==> src/rtl/l2_arb_pkg.sv <==
// Shared types for the L1-to-L2 miss arbiter.
// FSM states, client ids and default widths.
package l2_arb_pkg;

  localparam int ARB_ADDR_W = 32;
  localparam int ARB_LINE_W = 256;

  typedef enum logic [1:0] {
    IDLE,
    SERVE_I,
    SERVE_D
  } arb_state_t;

  typedef enum logic {
    GNT_I,
    GNT_D
  } arb_client_t;

  function automatic arb_state_t serve_state(
    input arb_client_t c
  );
    return (c == GNT_D) ? SERVE_D : SERVE_I;
  endfunction

endpackage

==> src/rtl/l2_arb_select.sv <==
// Grant choice between I and D requests (combinational).
// in: i_req, d_req, last_grant (ARB_RR_EN only); out: gnt_valid, gnt_client.
module l2_arb_select
  import l2_arb_pkg::*;
(
  input  logic        i_req,
  input  logic        d_req,
`ifdef ARB_RR_EN
  input  arb_client_t last_grant,
`endif
  output logic        gnt_valid,
  output arb_client_t gnt_client
);

  always_comb begin
    gnt_valid  = i_req | d_req;
    gnt_client = GNT_I;
`ifdef ARB_RR_EN
    unique case (1'b1)
      i_req && d_req:
        gnt_client = (last_grant == GNT_I)
                   ? GNT_D : GNT_I;
      d_req && !i_req:
        gnt_client = GNT_D;
      default:
        gnt_client = GNT_I;
    endcase
`else
    if (d_req) begin
      gnt_client = GNT_D;
    end
`endif
  end

endmodule

==> src/rtl/l2_arbiter.sv <==
// Arbitrates I/D L1 line misses onto one L2 port; steers resp back.
// Ports: i_*/d_* L1 sides, l2_* upstream side; ARB_RR_EN enables round robin.
module l2_arbiter
  import l2_arb_pkg::*;
#(
  parameter int ADDR_W = ARB_ADDR_W,
  parameter int LINE_W = ARB_LINE_W
) (
  input  logic              clk,
  input  logic              rst_n,
  input  logic              i_read,
  input  logic [ADDR_W-1:0] i_address,
  output logic [LINE_W-1:0] i_rdata,
  output logic              i_resp,
  input  logic              d_read,
  input  logic              d_write,
  input  logic [ADDR_W-1:0] d_address,
  input  logic [LINE_W-1:0] d_wdata,
  output logic [LINE_W-1:0] d_rdata,
  output logic              d_resp,
  output logic              l2_read,
  output logic              l2_write,
  output logic [ADDR_W-1:0] l2_address,
  output logic [LINE_W-1:0] l2_wdata,
  input  logic [LINE_W-1:0] l2_rdata,
  input  logic              l2_resp
);

  arb_state_t  state;
  arb_state_t  state_d;
  logic        rd_d;
  logic        wr_d;
  logic [ADDR_W-1:0] addr_d;
  logic [LINE_W-1:0] wdata_d;

  logic        d_req;
  logic        gnt_valid;
  arb_client_t gnt_client;

`ifdef ARB_RR_EN
  arb_client_t last_grant;
  arb_client_t last_grant_d;
`endif

  assign d_req = d_read | d_write;

  l2_arb_select u_select (
    .i_req      (i_read),
    .d_req      (d_req),
`ifdef ARB_RR_EN
    .last_grant (last_grant),
`endif
    .gnt_valid  (gnt_valid),
    .gnt_client (gnt_client)
  );

  always_ff @(posedge clk or negedge rst_n) begin
    if (!rst_n) begin
      state      <= IDLE;
      l2_read    <= 1'b0;
      l2_write   <= 1'b0;
      l2_address <= '0;
      l2_wdata   <= '0;
    end else begin
      state      <= state_d;
      l2_read    <= rd_d;
      l2_write   <= wr_d;
      l2_address <= addr_d;
      l2_wdata   <= wdata_d;
    end
  end

`ifdef ARB_RR_EN
  always_ff @(posedge clk or negedge rst_n) begin
    if (!rst_n) begin
      last_grant <= GNT_I;
    end else begin
      last_grant <= last_grant_d;
    end
  end
`endif

  always_comb begin
    state_d = state;
    rd_d    = l2_read;
    wr_d    = l2_write;
    addr_d  = l2_address;
    wdata_d = l2_wdata;
`ifdef ARB_RR_EN
    last_grant_d = last_grant;
`endif
    unique case (state)
      IDLE: begin
        if (gnt_valid) begin
          state_d = serve_state(gnt_client);
          if (gnt_client == GNT_D) begin
            addr_d  = d_address;
            wdata_d = d_wdata;
            // read+write together counts as write
            wr_d    = d_write;
            rd_d    = ~d_write;
          end else begin
            addr_d  = i_address;
            wdata_d = '0;
            wr_d    = 1'b0;
            rd_d    = 1'b1;
          end
        end
      end
      SERVE_I, SERVE_D: begin
        if (l2_resp) begin
          state_d = IDLE;
          rd_d    = 1'b0;
          wr_d    = 1'b0;
`ifdef ARB_RR_EN
          last_grant_d = (state == SERVE_D)
                       ? GNT_D : GNT_I;
`endif
        end
      end
      default: begin
        state_d = IDLE;
      end
    endcase
  end

  assign i_resp  = (state == SERVE_I) & l2_resp;
  assign d_resp  = (state == SERVE_D) & l2_resp;
  assign i_rdata = i_resp ? l2_rdata : '0;
  assign d_rdata = d_resp ? l2_rdata : '0;

endmodule
==> config.mk <==
export PLATFORM = sky130hd
export DESIGN_NAME = l2_arbiter
export DESIGN_NICKNAME = d
export VERILOG_FILES = /design/src/rtl/l2_arb_pkg.sv /design/src/rtl/l2_arb_select.sv /design/src/rtl/l2_arbiter.sv
export SDC_FILE = /design/constraint.sdc
export NUM_CORES = 1
export LEC_CHECK = 0
export ABC_AREA = 1
export CAP_MARGIN = 20
export CORE_AREA = 3 3 537 539
export DETAILED_ROUTE_END_ITERATION = 8
export DIE_AREA = 0 0 540 542
export PLACE_DENSITY = 0.3
export SKIP_LAST_GASP = 1
export SLEW_MARGIN = 20
export SYNTH_ARGS = -nofsm -noshare
export SYNTH_HDL_FRONTEND = slang
export SYNTH_SLANG_ARGS = --single-unit
==> constraint.sdc <==
create_clock -name clk -period 2.1 [get_ports clk]
set_input_delay 0.42 -clock clk [delete_from_list [all_inputs] [get_ports clk]]
set_output_delay 0.42 -clock clk [all_outputs]
set_load 0.05 [all_outputs]
==> results of run 1 <==
## how the worst min path moves through the flow
stage / from / to / slack [ps] / cells after the start
2_1_floorplan: rst_n / l2_address[0] / 120 / 0
3_3_place_gp: rst_n / l2_wdata[234] / 340 / 1
3_5_place_dp: rst_n / l2_wdata[234] / 340 / 1
4_1_cts: rst_n / l2_wdata[234] / 250 / 2
5_1_grt: rst_n / l2_wdata[234] / 280 / 2
6_report: rst_n / l2_wdata[234] / 290 / 2
## placed cells by master (no fill, tap or decap)
cell type / Yosys / routed
clkdlybuf4s50_1: 0 / 709
nand2_4: 0 / 1
nand3_1: 260 / 260
bufinv_16: 0 / 3
dfrtp_1: 292 / 291
nor2_1: 514 / 161
nor2_2: 0 / 188
nand2_1: 716 / 714
clkbuf_8: 0 / 7
ha_4: 0 / 3
buf_6: 0 / 65
clkinv_2: 0 / 10
diode_2: 0 / 48
inv_6: 0 / 2
dlygate4sd3_1: 0 / 1
nand4_1: 2 / 2
buf_4: 2 / 254
inv_8: 0 / 2
clkinv_16: 0 / 1
clkinvlp_4: 0 / 3
buf_12: 0 / 497
nand2_8: 0 / 1
clkinv_4: 0 / 1
or2_2: 1 / 1
clkbuf_16: 0 / 50
buf_8: 0 / 14
a21boi_4: 1 / 1
buf_16: 0 / 13
inv_16: 0 / 2
clkbuf_1: 110 / 8
dfrtp_2: 0 / 1
inv_1: 263 / 261
nor2_4: 1 / 166
inv_2: 2 / 2
## state kept, by name, summed over array words and instances (netlist names)
| signal | count |
|---|---|
| l2_address | 32 |
| l2_read | 1 |
| l2_wdata | 256 |
| l2_write | 1 |
| state | 2 |
## cell type report
type,count,share of cell area [%]
clock buffers,58,2.81
repair buffers,1560,47.7
diodes,48,0.281
well taps,3762,11.0
multi-input cells,1498,18.2
flip-flops and latches,292,17.1
inverters,265,2.36
clock inverters,22,0.605
## logic make-up (layout without fill, tap and decap cells)
logic type               Yosys count  after routing
AND/OR/NAND/NOR                 1494           1494
buffers and inverters            418           1905
other                              0             48
flip-flops                       292            292
AO/OA/AOI/OAI                      1              1
adder cells (fa/ha/maj)            3              3
## where the power goes
part | switching (W) | internal [W] | leakage (nW)
Combinational | 0.0255 | 0.0123 | 14.3
Clock | 0.00315 | 0.00445 | 0.716
Sequential | 0.00172 | 0.00832 | 3.62
Total | 0.0304 | 0.0250 | 18.6
## routing by layer
layer,vias to the layer above,global-route usage (%),routed length [µm]
li1,9525,-,-
met2,1192,23.9,104000
met4,32,4.59,7440
met3,301,6.80,24400
met1,10114,14.0,73600
met5,-,0,222
## worst reg2reg max path, cell delays in order (launching register included)
cell	delay (ps)
dfrtp_1	360
inv_2	60
buf_4	130
buf_4	120
buf_4	130
ha_4	160
a21boi_4	170
inv_8	180
buf_12	440
nand2_1	240
nand2_1	80
## through the flow
| stage | area [µm²] | util (%) | power (W) | cells |
|---|---|---|---|---|
| final | 42800 | 15.1 | 0.0554 | 7505 |
| after global routing | 42800 | 15.0 | 0.0586 | 7489 |
| after CTS | 41000 | 14.4 | 0.0557 | 7440 |
| after detailed placement | 38600 | 13.6 | 0.0468 | 7350 |
| after global placement | 38600 | 13.6 | 0.0468 | 7350 |
| after floorplan | 15000 | - | 0.0286 | 2208 |
## timing repair
item                                    CTS  global route
pin swaps                                 3             2
gates resized for setup                 237           399
setup buffers                             8            12
endpoints found under the hold margin    17             0
endpoints found under the setup margin  643           643
hold buffers                              1             0
gates cloned                              5             9
==> flow_summary.ini, run 1 <==
[cells_and_area]
seqCellArea_um2 = 7310
fillers = 32193
layout-drive-gt1-share_pct = 34.9
area_growth_pct = 187
finish.net_count = 4245
multiInputGateArea_um2 = 7770

[floorplanning]
die_w_um = 540
ios = 1386
core-area_um2 = 284000
die_area_um2 = 293000
die_h_um = 542
initial_core_util_pct = 5.25
core.rowCount = 196

[yosys]
synth_fa_ha_area_share_pct = 0.251
yosysSeqAreaShare_pct = 48.9
synth_cells = 2208
synth_common_cells = nand2_1 (716), nor2_1 (514), dfrtp_1 (292)
synth_edf_count = 0
avgSynthCellArea_um2 = 6.76
synth_most_common_cell = nand2_1
ys.flop_type = dfrtp_1
yosys_warnings = 0
synthSimpleGateAreaFrac_pct = 39.8
netlist-cell-type-count = 15
synth_compound_area_share_pct = 0.126
synth_top_family_by_area = simple AND/OR/NAND/NOR gates
synth_fp_nets = 2793
synth_area_leader_cell = dfrtp_1
syn_area_um2 = 14900
synthTopCellsByArea = dfrtp_1 (49%), nand2_1 (18%), nor2_1 (13%)
ys_ff_latch = 292
synthMuxAreaShare_pct = 0
synth-xor-area-share_pct = 0
synth_top_cell_area_share_pct = 48.9
synthArstFlopShare_pct = 100

[sta]
fin_crit_sh_pct = 123
relSlewSlack_pct = 59.9
worstMarginPinSlew_ps = 600
rsz0062_at_grt = yes
setup_tns_ps = -212070
fin_crit_ps = 2590
whs_ps = 285
setup_ws_ps = -490
drv_slew = 0
max_freq_ghz = 0.386
setup_viol = 643
clock_skew_ps = 49.2
hold_viol_final = 0

[routing]
first_pass_iters = 5
vias = 21164
ant_nets = 0
wirelength_um = 210000
drtIter0Drc = 1124
avgRoutedWirePerCell_um = 27.9
drc_errors = 0
post_drt_via_cell_ratio = 2.82

[power_and_ir_drop]
peakVddDrop_mv = 0.794
pwr_density_cell_nw_per_um2 = 1290
p_leak_nw = 18.6

[setup_path]
startpoint_type = flop
cp_cell_sequence = ha_4 > nand2_8 > buf_12 > buf_16 > nor2_2 > buf_4 > buf_12
crit_family = buffers and inverters
crit_end = d_rdata[109]
critPathKind = reg2out
timing.rr.end = l2_wdata[99]
critPathSlowestCell = dfrtp_2
critical_path.endpoint_type = output port
reg2reg_slack_ps = 20
critPathLaunch = state[1]
cpPeakStageDelay_ps = 440
crit_top_cell = buf_12
critPathRequiredTime_ps = 1680
worstReg2RegStart = state[0]
cp_max_fo = 21
crit_buf_inv = 4
rr_worst_depth = 10
cp.arrival_ps = 2170
cp_num_cells = 7

[flow_run]
maxCapViolCount = 0

[clock_tree]
clkSinkCount = 292
numCtsBuffers = 43
clk_pin_slew_ps = 50
insertion_delay_ps = 630
cts_tree = done
ctsRootBufferMaster = clkbuf_16
htreeDepth = 2
cts_buffer_depth = 3

[placed_design]
pre_cts_ws_ps = -485
gp_congestion = 0.884
portBuffers = 1385
dpl.hpwl_um = 186000

[worst_hold_path]
min_path_type = in2async

[outcome]
failed_checks = setup timing
status = finished, violations left

[grt]
first_global_vias = 21587
antenna_found_initial = 140
grt.total_usage_pct = 13.6
grt_pass1_wl_um = 257000
grt_max_degree = 89
grt-ovfl-total = 0
No activity file was read; power rests on OpenSTA's default activity.
==> inputs of run 2 (changes only) <==
TNS_END_PERCENT = 30   (was unset)
==> run 2 against run 1 <==
  * Worst setup slack got worse by 100 ps
  * Die area unchanged
  * Non-clock buffer count rose by 41
  * The run still ends with setup timing left
  * Clock skew fell by 32 ps
  * Largest cell class unchanged
  * Utilization increased by 0.097 points
  * Sequential share of layout area fell by 0.11 points
  * Sequential cell count unchanged
  * Final cell count is 0.43% higher
  * Critical path type unchanged
  * Routed wire length increased by 1.5%
  * First-iteration DRC count rose by 3.8%
==> flow_summary.ini, run 2 (same netlist as run 1, synthesis figures left out) <==
[outcome]
status = finished, violations left
failed_checks = setup timing

[sta]
drv_slew = 0
whs_ps = 323
setup_ws_ps = -590
fin_crit_sh_pct = 128
setup_viol = 652
worstMarginPinSlew_ps = 598
clock_skew_ps = 17.4
max_freq_ghz = 0.372
fin_crit_ps = 2690
relSlewSlack_pct = 60.1
hold_viol_final = 0
rsz0062_at_grt = yes

[cells_and_area]
layout-drive-gt1-share_pct = 31.2
largest_reg_flops = 256
fin_util_pct = 15.1
layout_commonest_cell = clkdlybuf4s50_1
final_cell_mix = clkdlybuf4s50_1 (718), nand2_1 (714), buf_12 (563), nor2_1 (311), buf_4 (297)
area_growth_pct = 189
top_regs = l2_wdata (256), l2_address (32), state (2)
finish.net_count = 4286
top_register = l2_wdata

[grt]
first_global_vias = 22021
grt_pass1_wl_um = 261000
antenna_found_initial = 141
grt.total_usage_pct = 13.9
grt-ovfl-total = 0
grt_max_degree = 82

[power_and_ir_drop]
pwr_density_cell_nw_per_um2 = 1310
finalPower_w = 0.0564
p_leak_nw = 19.0
peakVddDrop_mv = 0.746

[routing]
wirelength_um = 213000
drc_errors = 0
vias = 21203
first_pass_iters = 5
drtIter0Drc = 1167
avgRoutedWirePerCell_um = 28.2
post_drt_via_cell_ratio = 2.81
ant_nets = 0

[clock_tree]
insertion_delay_ps = 630
numCtsBuffers = 43
clk_pin_slew_ps = 60
htreeDepth = 2
cts_tree = done
cts_buffer_depth = 3
clkSinkCount = 292
ctsRootBufferMaster = clkbuf_16

[floorplanning]
die_w_um = 540
core.rowCount = 196
initial_core_util_pct = 5.25
die_area_um2 = 293000
die_h_um = 542
ios = 1386
core-area_um2 = 284000

[setup_path]
critical_path.endpoint_type = output port
critPathRequiredTime_ps = 1680
startpoint_type = flop
cp.arrival_ps = 2270
cp_max_fo = 14
critPathKind = reg2out

[placed_design]
portBuffers = 1385
dpl.hpwl_um = 190000
gp_congestion = 0.848
pre_cts_ws_ps = -612

[worst_hold_path]
min_path_type = in2async

[flow_run]
maxCapViolCount = 0
-- run 2: cell count changes in the layout (fill, tap and decap cells not counted), moves of 9 or more --
cell             delta
clkdlybuf4s50_1     +9
nor2_2            -134
nor2_4             -16
buf_6              -62
buf_12             +66
nor2_1            +150
buf_8              -12
buf_4              +43
-- run 2: report_power, final --
group	internal [W]	switching (W)	total, W
combinational	0.0126	0.0262	0.0388
sequential	0.00832	0.00173	0.0100
clock	0.00436	0.00314	0.00750
-- run 2: worst max-delay path, cell delays in order (launching register included) --
cell and delay, ps:
dfrtp_2 440, inv_2 90, ha_4 200, nand2_8 100
buf_12 190, clkbuf_16 220, nor2_1 200, buf_12 170
-- run 2: final cells by class --
type / count / area [µm²]
fillers: 32259 / 241000
diodes: 42 / 105
well taps: 3762 / 4710
inverters: 265 / 1010
clock buffers: 61 / 1230
flip-flops and latches: 292 / 7310
multi-input cells: 1498 / 7320
repair buffers: 1601 / 21200
clock inverters: 16 / 185
-- run 2: final timing paths --
path                               start             end  slack (ps)  depth (start not counted)
hold / removal                     rst_n   l2_wdata[144]         320                          2
setup / recovery                state[0]     d_rdata[23]        -590                          7
max in group asynchronous          rst_n  l2_address[20]         930                          4
setup reg to reg                state[0]   l2_wdata[136]          50                         10
min in group clk             d_wdata[14]    l2_wdata[14]         340                          3
hold reg to reg            l2_wdata[176]   l2_wdata[176]         470                          2
-- run 2: repair_timing --
item,4_1_cts,5_1_grt
endpoints found under the hold margin,46,0
setup buffers,3,3
gates cloned,4,7
hold buffers,1,0
endpoints found under the setup margin,652,657
resized for setup,209,174
pin swaps,1,4
-- run 2: stage by stage --
stage / instance area [µm²] / instances / TNS (ps)
4_1_cts: 42200 / 7488 / -319280
5_1_grt: 43000 / 7512 / -331940
3_3_place_gp: 39800 / 7403 / -245660
6_report: 43100 / 7537 / -261750
3_5_place_dp: 39800 / 7403 / -232570
2_1_floorplan: 14900 / 2208 / -20410
-- run 2: layer usage --
layer,GRT usage [%],up-vias,share of wire [%]
met5,0,-,0.10
met4,3.67,32,3.1
met3,7.72,268,13
met2,24.5,1178,49
met1,14.1,10104,35
li1,-,9621,-
==> inputs of run 3 (changes only) <==
CORE_AREA = 8 8 527 529   (was 3 3 537 539)
DIE_AREA = 0 0 535 537   (was 0 0 540 542)
==> run 3 against run 2 <==
  * The flow still finishes with violations (setup timing)
  * Non-clock buffer count is 29 lower
  * Final cell count is 3.1% lower
  * First-iteration DRC count shrank 21%
  * Worst setup slack improved by 35 ps
  * Sequential power about the same
  * Via count is 0.91% lower
  * Combinational power about the same
  * Fmax rose by 1.3%
==> flow_summary.ini, run 3 (same netlist as run 1, synthesis figures left out) <==
[clock_tree]
htreeDepth = 2
clkSinkCount = 292
cts_buffer_depth = 3
insertion_delay_ps = 630
numCtsBuffers = 44
ctsRootBufferMaster = clkbuf_16
cts_tree = done
clk_pin_slew_ps = 60

[grt]
first_global_vias = 21903
grt_max_degree = 70
grt-ovfl-total = 0
antenna_found_initial = 150
grt_pass1_wl_um = 265000
grt.total_usage_pct = 14.3

[floorplanning]
initial_core_util_pct = 5.55
die_h_um = 537
ios = 1386
core.rowCount = 191
core-area_um2 = 269000
die_w_um = 535
die_area_um2 = 287000

[placed_design]
placedInstanceArea_um2 = 39300
dpl.hpwl_um = 193000
gp_congestion = 0.852
place_inst = 7172
portBuffers = 1385

[sta]
max_freq_ghz = 0.377
rsz0062_at_grt = yes
setup_ws_ps = -555
worstMarginPinSlew_ps = 760
setup_viol = 643
setup_tns_ps = -246690
drv_slew = 0
hold_viol_final = 0
relSlewSlack_pct = 49.3
fin_crit_sh_pct = 126
fin_crit_ps = 2650
clock_skew_ps = 36.0

[cells_and_area]
top_register = l2_wdata
layout-drive-gt1-share_pct = 31.8
largest_reg_flops = 256
final_cell_mix = nand2_1 (714), clkdlybuf4s50_1 (708), buf_12 (564), dfrtp_1 (291), nor2_1 (282)
postLayoutCellArea_um2 = 42900
fin_util_pct = 15.9
top_regs = l2_wdata (256), l2_address (32), state (2)
area_growth_pct = 187
finish.net_count = 4258
layout_commonest_cell = nand2_1
stdcell_count = 7306

[outcome]
failed_checks = setup timing
status = finished, violations left

[worst_hold_path]
min_path_type = in2async

[routing]
ant_nets = 0
vias = 21009
drtIter0Drc = 917
first_pass_iters = 5
drc_errors = 0
post_drt_via_cell_ratio = 2.88
wirelength_um = 217000
avgRoutedWirePerCell_um = 29.7

[power_and_ir_drop]
p_leak_nw = 18.8
pwr_density_cell_nw_per_um2 = 1320
finalPower_w = 0.0565
peakVddDrop_mv = 0.875

[setup_path]
startpoint_type = flop
critPathKind = reg2out
cp.arrival_ps = 2230
cp_max_fo = 19
critical_path.endpoint_type = output port
critPathRequiredTime_ps = 1680

[flow_run]
maxCapViolCount = 0
run 3: cell types whose count changed in the layout (fill, tap and decap cells not counted), sizes merged, moves of 2 or more:
cell,change
clkinv,-2
clkinvlp,+2
diode,-12
buf,-16
clkdlybuf4s50,-10
bufbuf,-2
run 3: timing repair:
action / CTS / global route
endpoints found under the setup margin: 643 / 647
buffers inserted: 12 / 0
gates resized for setup: 224 / 206
gates cloned: 9 / 7
hold endpoints to repair: 41 / 0
pin swaps: 6 / 3
hold buffers: 1 / 0
run 3: path summary, 6_finish.rpt:
path,startpoint,endpoint,slack [ps],cells past startpoint
max in group asynchronous,rst_n,state[0],1050,4
hold reg to reg,l2_wdata[112],l2_wdata[112],470,2
setup / recovery,state[1],i_rdata[96],-550,7
hold / removal,rst_n,l2_wdata[172],280,2
setup reg to reg,state[0],l2_wdata[147],150,9
min in group clk,d_wdata[112],l2_wdata[112],350,3
run 3: stage by stage:
step                setup WS [ps]  hold slack, ps
floorplan                   -59.0             124
global placement             -996             357
detailed placement          -1020             352
CTS                          -655             216
global route                 -658             247
finish                       -555             278
run 3: worst max-delay path, cell delays in order, from the launching register on:
cell and delay, ps:
dfrtp_1 370, inv_1 110, ha_4 180, nand2_8 100, buf_12 210, buf_16 190, nor2_4 260, buf_12 170
run 3: area by class of cell:
type	instances	area (µm²)
Antenna cell	30	75.1
Clock buffer	64	1340
Clock inverter	15	139
Fill cell	30338	226000
Inverter	265	1010
Multi-Input combinational cell	1498	7490
Sequential cell	292	7310
Tap cell	3570	4470
Timing Repair Buffer	1572	21000
run 3: where the power goes:
group | internal [W] | switching, W | leakage, nW | total [W]
combinational | 0.0128 | 0.0260 | 14.5 | 0.0388
sequential | 0.00832 | 0.00167 | 3.62 | 0.00999
clock | 0.00455 | 0.00322 | 0.727 | 0.00777
run 3: per-layer routing:
metal	track usage (%)	wire length [µm]
met5	0	128
met4	2.85	6540
met3	5.98	19900
met2	28.7	119000
met1	13.5	71600
